--- config.mk ---
export PLATFORM = sky130hd
export DESIGN_NAME = gol_algorithm_machine
export DESIGN_NICKNAME = d
export VERILOG_FILES = /design/src/rtl/gol_pkg.sv /design/src/rtl/gol_cell_next.sv /design/src/rtl/gol_algorithm_machine.sv
export SDC_FILE = /design/constraint.sdc
export NUM_CORES = 2
export LEC_CHECK = 0
export ABC_AREA = 1
export CAP_MARGIN = 20
export CORE_MARGIN = 2
export CORE_UTILIZATION = 30
export DETAILED_ROUTE_END_ITERATION = 12
export HOLD_SLACK_MARGIN = 0.06
export SLEW_MARGIN = 15
export SYNTH_ARGS = -nofsm -noshare
export SYNTH_HDL_FRONTEND = slang
export SYNTH_HIERARCHICAL = 1
export SYNTH_SLANG_ARGS = --single-unit
export TNS_END_PERCENT = 30
--- constraint.sdc ---
create_clock -name clk -period 33 [get_ports clk]
set_input_delay 6.6 -clock clk [delete_from_list [all_inputs] [get_ports clk]]
set_output_delay 6.6 -clock clk [all_outputs]
set_load 0.02 [all_outputs]
--- src/rtl/gol_pkg.sv ---
// Shared constants and helpers for the Game of Life engine.
package gol_pkg;

  localparam int GOL_N     = 16;
  localparam int GOL_CNT_W = 32;

  // Flat board index of cell (r,c); row-major, row 0 in the low bits.
  function automatic int cell_idx(input int r, input int c);
    return r * GOL_N + c;
  endfunction

endpackage

--- src/rtl/gol_cell_next.sv ---
// Single-cell B3/S23 next-state evaluator. Neighbour bits outside the board
// are expected to arrive already tied to 0 by the caller.
module gol_cell_next (
  input  logic       self_i,
  input  logic [7:0] nbr_i,
  output logic       next_o,
  output logic       born_o,
  output logic       died_o
);

  logic [3:0] count;

  // Count live neighbours and apply survive-on-2/3, birth-on-3.
  always_comb begin
    count = '0;
    for (int k = 0; k < 8; k++) begin
      count = count + 4'(nbr_i[k]);
    end
    next_o = (count == 4'd3) | (self_i & (count == 4'd2));
    born_o = ~self_i & next_o;
    died_o = self_i & ~next_o;
  end

endmodule

--- src/rtl/gol_algorithm_machine.sv ---
// Game of Life next-generation engine: holds the board, steps it one
// generation per enabled clock and keeps cumulative birth/death/generation
// counters. Every cell is computed from the old board only.
module gol_algorithm_machine
  import gol_pkg::*;
#(
  parameter int N     = GOL_N,
  parameter int CNT_W = GOL_CNT_W
) (
  input  logic               clk,
  input  logic               reset,
  input  logic               enable,
  input  logic               load,
  input  logic [N*N-1:0]     load_board,
  output logic [N*N-1:0]     board,
  output logic [CNT_W-1:0]   birth_cnt,
  output logic [CNT_W-1:0]   death_cnt,
  output logic [CNT_W-1:0]   gen_cnt
);

  localparam int CELLS  = N * N;
  localparam int CW     = $clog2(CELLS + 1);
  localparam int LEAVES = 1 << $clog2(CELLS);

  logic [CELLS-1:0] board_q, board_d;
  logic [CNT_W-1:0] birth_cnt_q, birth_cnt_d;
  logic [CNT_W-1:0] death_cnt_q, death_cnt_d;
  logic [CNT_W-1:0] gen_cnt_q, gen_cnt_d;

  logic [CELLS-1:0] nextBoard;
  logic [CELLS-1:0] bornVec;
  logic [CELLS-1:0] diedVec;

  // Board surrounded by a ring of permanently dead cells so that edge and
  // corner cells see zeros instead of wrapping around.
  logic [N+1:0][N+1:0] pad;

  logic [CW-1:0] birthNode [1:2*LEAVES-1];
  logic [CW-1:0] deathNode [1:2*LEAVES-1];
  logic [CW-1:0] births;
  logic [CW-1:0] deaths;

  // Embed the current board in the zero-padded frame.
  always_comb begin
    pad = '0;
    for (int r = 0; r < N; r++) begin
      for (int c = 0; c < N; c++) begin
        pad[r+1][c+1] = board_q[r*N+c];
      end
    end
  end

  // One evaluator per cell; pad[gr+1][gc+1] is the cell itself.
  for (genvar gr = 0; gr < N; gr++) begin : g_row
    for (genvar gc = 0; gc < N; gc++) begin : g_col
      gol_cell_next u_cell (
        .self_i (board_q[gr*N+gc]),
        .nbr_i  ({pad[gr][gc],   pad[gr][gc+1],   pad[gr][gc+2],
                  pad[gr+1][gc],                  pad[gr+1][gc+2],
                  pad[gr+2][gc], pad[gr+2][gc+1], pad[gr+2][gc+2]}),
        .next_o (nextBoard[gr*N+gc]),
        .born_o (bornVec[gr*N+gc]),
        .died_o (diedVec[gr*N+gc])
      );
    end
  end

  // Balanced binary adder trees counting births and deaths; leaves sit at
  // LEAVES..2*LEAVES-1 and node i sums children 2i and 2i+1.
  always_comb begin
    for (int i = 0; i < LEAVES; i++) begin
      if (i < CELLS) begin
        birthNode[LEAVES+i] = CW'(bornVec[i]);
        deathNode[LEAVES+i] = CW'(diedVec[i]);
      end else begin
        birthNode[LEAVES+i] = '0;
        deathNode[LEAVES+i] = '0;
      end
    end
    for (int i = LEAVES - 1; i >= 1; i--) begin
      birthNode[i] = birthNode[2*i] + birthNode[2*i+1];
      deathNode[i] = deathNode[2*i] + deathNode[2*i+1];
    end
    births = birthNode[1];
    deaths = deathNode[1];
  end

  // Next-state selection: load beats enable, otherwise hold.
  always_comb begin
    board_d     = board_q;
    birth_cnt_d = birth_cnt_q;
    death_cnt_d = death_cnt_q;
    gen_cnt_d   = gen_cnt_q;
    if (load) begin
      board_d     = load_board;
      birth_cnt_d = '0;
      death_cnt_d = '0;
      gen_cnt_d   = '0;
    end else if (enable) begin
      board_d     = nextBoard;
      birth_cnt_d = birth_cnt_q + CNT_W'(births);
      death_cnt_d = death_cnt_q + CNT_W'(deaths);
      gen_cnt_d   = gen_cnt_q + CNT_W'(1);
    end
  end

  // State registers with asynchronous clear.
  always_ff @(posedge clk or posedge reset) begin
    if (reset) begin
      board_q     <= '0;
      birth_cnt_q <= '0;
      death_cnt_q <= '0;
      gen_cnt_q   <= '0;
    end else begin
      board_q     <= board_d;
      birth_cnt_q <= birth_cnt_d;
      death_cnt_q <= death_cnt_d;
      gen_cnt_q   <= gen_cnt_d;
    end
  end

  assign board     = board_q;
  assign birth_cnt = birth_cnt_q;
  assign death_cnt = death_cnt_q;
  assign gen_cnt   = gen_cnt_q;

endmodule

**Yosys cells after proc, flatten, opt, wreduce, memory -nomap -nowiden**

Cells that the tools add are included.

- Output and inout port bits: 352
- Word-level logic and storage cells: 4163
- Flip-flop bits (word level): 352

- Add/subtract/negate cells: 2102
- Bitwise logic cells: 1536
- Multiplexer cells: 8
- Eq/ne operators: 512
- Reduce and logical (&&, ||, !) cells: 1

Operator list:

| cell | number |
|---|---|
| adder 4 x 1 -> 4 bit | 1348 |
| == test 4 x 2 -> 1 bit, second input constant | 512 |
| adder 1 x 1 -> 2 bit | 497 |
| bitwise AND 1 bit | 768 |
| two-way mux 256 bit | 2 |
| NOT 1 bit | 512 |
| adder 2 x 2 -> 3 bit | 128 |
| adder 3 x 3 -> 4 bit | 64 |
| OR 1 bit | 256 |
| two-way mux 32 bit | 6 |
| adder 4 x 4 -> 5 bit | 32 |
| adder 5 x 5 -> 6 bit | 16 |
| adder 32 x 9 -> 32 bit | 2 |
| adder 6 x 6 -> 7 bit | 8 |
| adder 32 x 1 -> 32 bit, second input constant | 1 |
| adder 7 x 7 -> 8 bit | 4 |
| adder 8 x 8 -> 9 bit | 2 |
| nonzero test 2 bit | 1 |

**Longest topological paths before layout**

- Depth after elaboration: 23
- Mapped depth: 45

**Cells and area by module**

The synthesis kept the hierarchy.

By module, submodules not included:

| module | instances | cells an instance | area an instance (µm²) | sequential area each (µm²) |
|---|---|---|---|---|
| gol_cell_next | 256 | 31 | 214.0 | 0.0 |
| gol_algorithm_machine | 1 | 3654 | 31639.1 | 8808.4 |

**Worst setup path before layout**

Ideal clock, no wire load.

- Kind: register -> register
- Start: register board_q[166] (netlist: board[166])
- End: register birth_cnt_q[24] (netlist: birth_cnt[24])
- Slack: 22.654 ns
- Stages on the path, launching flop included: 39
- Setup time: 0.071 ns
- Data required time: 32.929 ns
- Arrival: 10.275 ns
- Cell sequence: dfrtp_1 > inv_1 > fa_1 > fa_1 > fa_1 > inv_1 > ha_1 > fa_1 > o21ai_1 > nor2_2 > nand2_1 > nor2_1 > inv_1 > fa_1 > fa_1 > inv_1 > fa_1 > fa_1 > (+3 left out) > inv_1 > fa_1 > inv_1 > fa_1 > fa_1 > fa_1 > fa_1 > fa_1 > fa_1 > inv_1 > nand3_1 > nand3_1 > nand3_1 > nand3_2 > nand3_1 > nand2_1 > nand2_1 > nor2_1

RTL lines:

| element | line | text |
|---|---|---|
| start: declaration | gol_algorithm_machine.sv:25 | `logic [CELLS-1:0] board_q, board_d;` |
| start signal: assignment | gol_algorithm_machine.sv:115 | `board_q <= board_d;` |
| end signal: assignment | gol_algorithm_machine.sv:116 | `birth_cnt_q <= birth_cnt_d;` |
| end: declaration | gol_algorithm_machine.sv:26 | `logic [CNT_W-1:0] birth_cnt_q, birth_cnt_d;` |

==> flow_summary.toml <==
[status]
status = "complete, no violations"

[critical_path]
crit_top_cell = "fa_1"
worst-setup-path-type = "reg -> reg"
r2r_slack_ps = 21610
startpoint_type = "flop"
slowest_stage = "dfrtp_1"
cp_data_arrival_time_ps = 12060
critPathMaxFanout = 13
cp-end-kind = "flop"
required_ps = 33670
cpPeakStageDelay_ps = 800
crit_family = "adder cells"
crit_buf_inv = 6

[routing]
num_vias = 71800
firstDrtPassIters = 6
drc = 0
wirelength_um = 315000
viasPerCell = 4.40
antenna_left = 0
wl_per_cell_um = 19.3
drtIter0Drc = 5480

[timing]
period_needed_ps = 11390
relSlewSlack_pct = 14.6
timing.final.crit_share_pct = 34.5
worst_pin_slew_ps = 1280
setup_violations = 0
hold_viol_final = 0
drv_slew = 0
rsz0062_at_grt = "no"
fmaxAchievable_mhz = 87.8
hold_slack_ps = 502
skew_ps = 76.9
finalSetupTns_ps = 0

[clock_tree]
cts_resized = 0
numClockSinks = 352
cts_tree = "built"
cts_buffers = 58
ctsHoldBuffers = 0
insertion_delay_ps = 780
cts.clk_slew.worst_paths_ps = 60
htree_levels = 2
clockRootBuffer = "clkbuf_16"
post-cts-setup-buffers = 0
cts_buffer_depth = 3

[place]
io_buffer_count = 611
placedCellCount = 16200
dp_hpwl_um = 265000
place.gp.congestion = 0.970

[die]
start_util_pct = 30.1
die_y_um = 541
io_pins = 612
die_w_um = 541
fp.dieArea_um2 = 292000
std_cell_rows = 197
core_area_um2 = 287000

[synth]
synth_fa_ha_area_share_pct = 48.0
syn_inst = 11600
synth_xor_xnor_area_share_pct = 0.142
yosysUniqueCellTypes = 40
synthMuxAreaShare_pct = 0
async_flop_share_pct = 100
syn_area_um2 = 86400
ys_seq_area_share_pct = 10.2
synth.most_common_cell = "inv_1"
synth_top_family_by_area = "adder cells"
ys_top_cells_by_area = "fa_1 (35%), inv_1 (20%), ha_1 (13%), dfrtp_1 (10%), nand2_1 (7.6%)"
avgSynthCellArea_um2 = 7.46
ys_ff_latch = 352
synth_top_area_share_pct = 35.1
synth_compound_area_share_pct = 4.47
synth-main-ff-cell = "dfrtp_1"
yosysWarnings = 6
synth-simple-area-share_pct = 16.1
yosysTopAreaCell = "fa_1"
ys_top_cells_by_count = "inv_1 (4,718), nand2_1 (1,759), fa_1 (1,516)"
synth-edff-count = 0

[final_layout]
fin_cells = 16300
area_growth_pct = 16.6
fin_util_pct = 35.0
final_nets = 15100
drive_above_1_share_pct = 4.49

[min_path]
hp-class = "reg -> reg"

[flow_run]
maxCapViolCount = 0

[global_routing]
grt_pass1_wl_um = 464000
antenna_found_initial = 48
grt_pass1_vias = 71300
grt_max_degree = 133
grt_overflow = 0
grt_usage_pct = 21.6
==> cells by family after synthesis <==
| family | Yosys count |
|---|---|
| buffers and inverters | 4830 |
| AND/OR/NAND/NOR | 3265 |
| adder cells (fa/ha/maj) | 2407 |
| AO/OA/AOI/OAI | 721 |
| flip-flops | 352 |
| XOR/XNOR | 14 |
| other | 1 |
==> cells in the final DEF (no fill, tap or decap), types with 20 or more instances in the layout <==
cell type / instances
o21ai_1: 259
buf_4: 134
dfrtp_1: 352
nor3_1: 30
a22oi_1: 97
nand3_1: 499
o21ai_0: 44
inv_1: 4716
nor2_1: 636
nand4_1: 21
clkdlybuf4s50_1: 610
a21oi_1: 315
fa_1: 1516
clkbuf_16: 59
ha_1: 891
nor2_2: 261
nand2_2: 20
diode_2: 28
nand2_1: 1759
conb_1: 188
==> cell type report <==
class,count,area [um^2]
clock inverter,36,464
antenna,28,70.1
sequential,352,8810
multi-input combinational,6595,60100
tap,3781,4730
clock buffer,72,1630
timing repair buffer,747,7170
fill,30400,187000
inverter,4725,17700
==> final timing paths <==
path,start,to,depth (start not counted)
min in group asynchronous,reset,gen_cnt[23],2
hold reg to reg,board[89],board[89],2
max in group asynchronous,reset,board[242],4
hold / removal,board[89],board[89],2
setup reg to reg,board[86],birth_cnt[24],36
setup / recovery,board[86],birth_cnt[24],36
==> routing by layer <==
layer  share of wire, %  GRT usage (%)
met1                 43           29.4
met2                 44           33.3
met3                8.1           4.10
met4                4.7           9.53
met5              0.015              0
==> per-stage QoR <==
step	setup WS [ps]	cell area (um^2)
6_report	21610	101000
5_1_grt	21190	101000
4_1_cts	21640	101000
3_5_place_dp	21690	98600
3_3_place_gp	21780	98600
2_1_floorplan	16640	87100
==> state kept, by name (all words and copies together) (netlist names) <==
signal	flops
gen_cnt	32
board	256
death_cnt	32
birth_cnt	32
==> worst min-delay path, stage by stage (launching register included) <==
cell and delay [ps]:
dfrtp_1 340, nand2_1 60, nand3_1 70
Power is not shown: default switching activity piles up to over one toggle a cycle in this logic, so the estimate is an artifact.
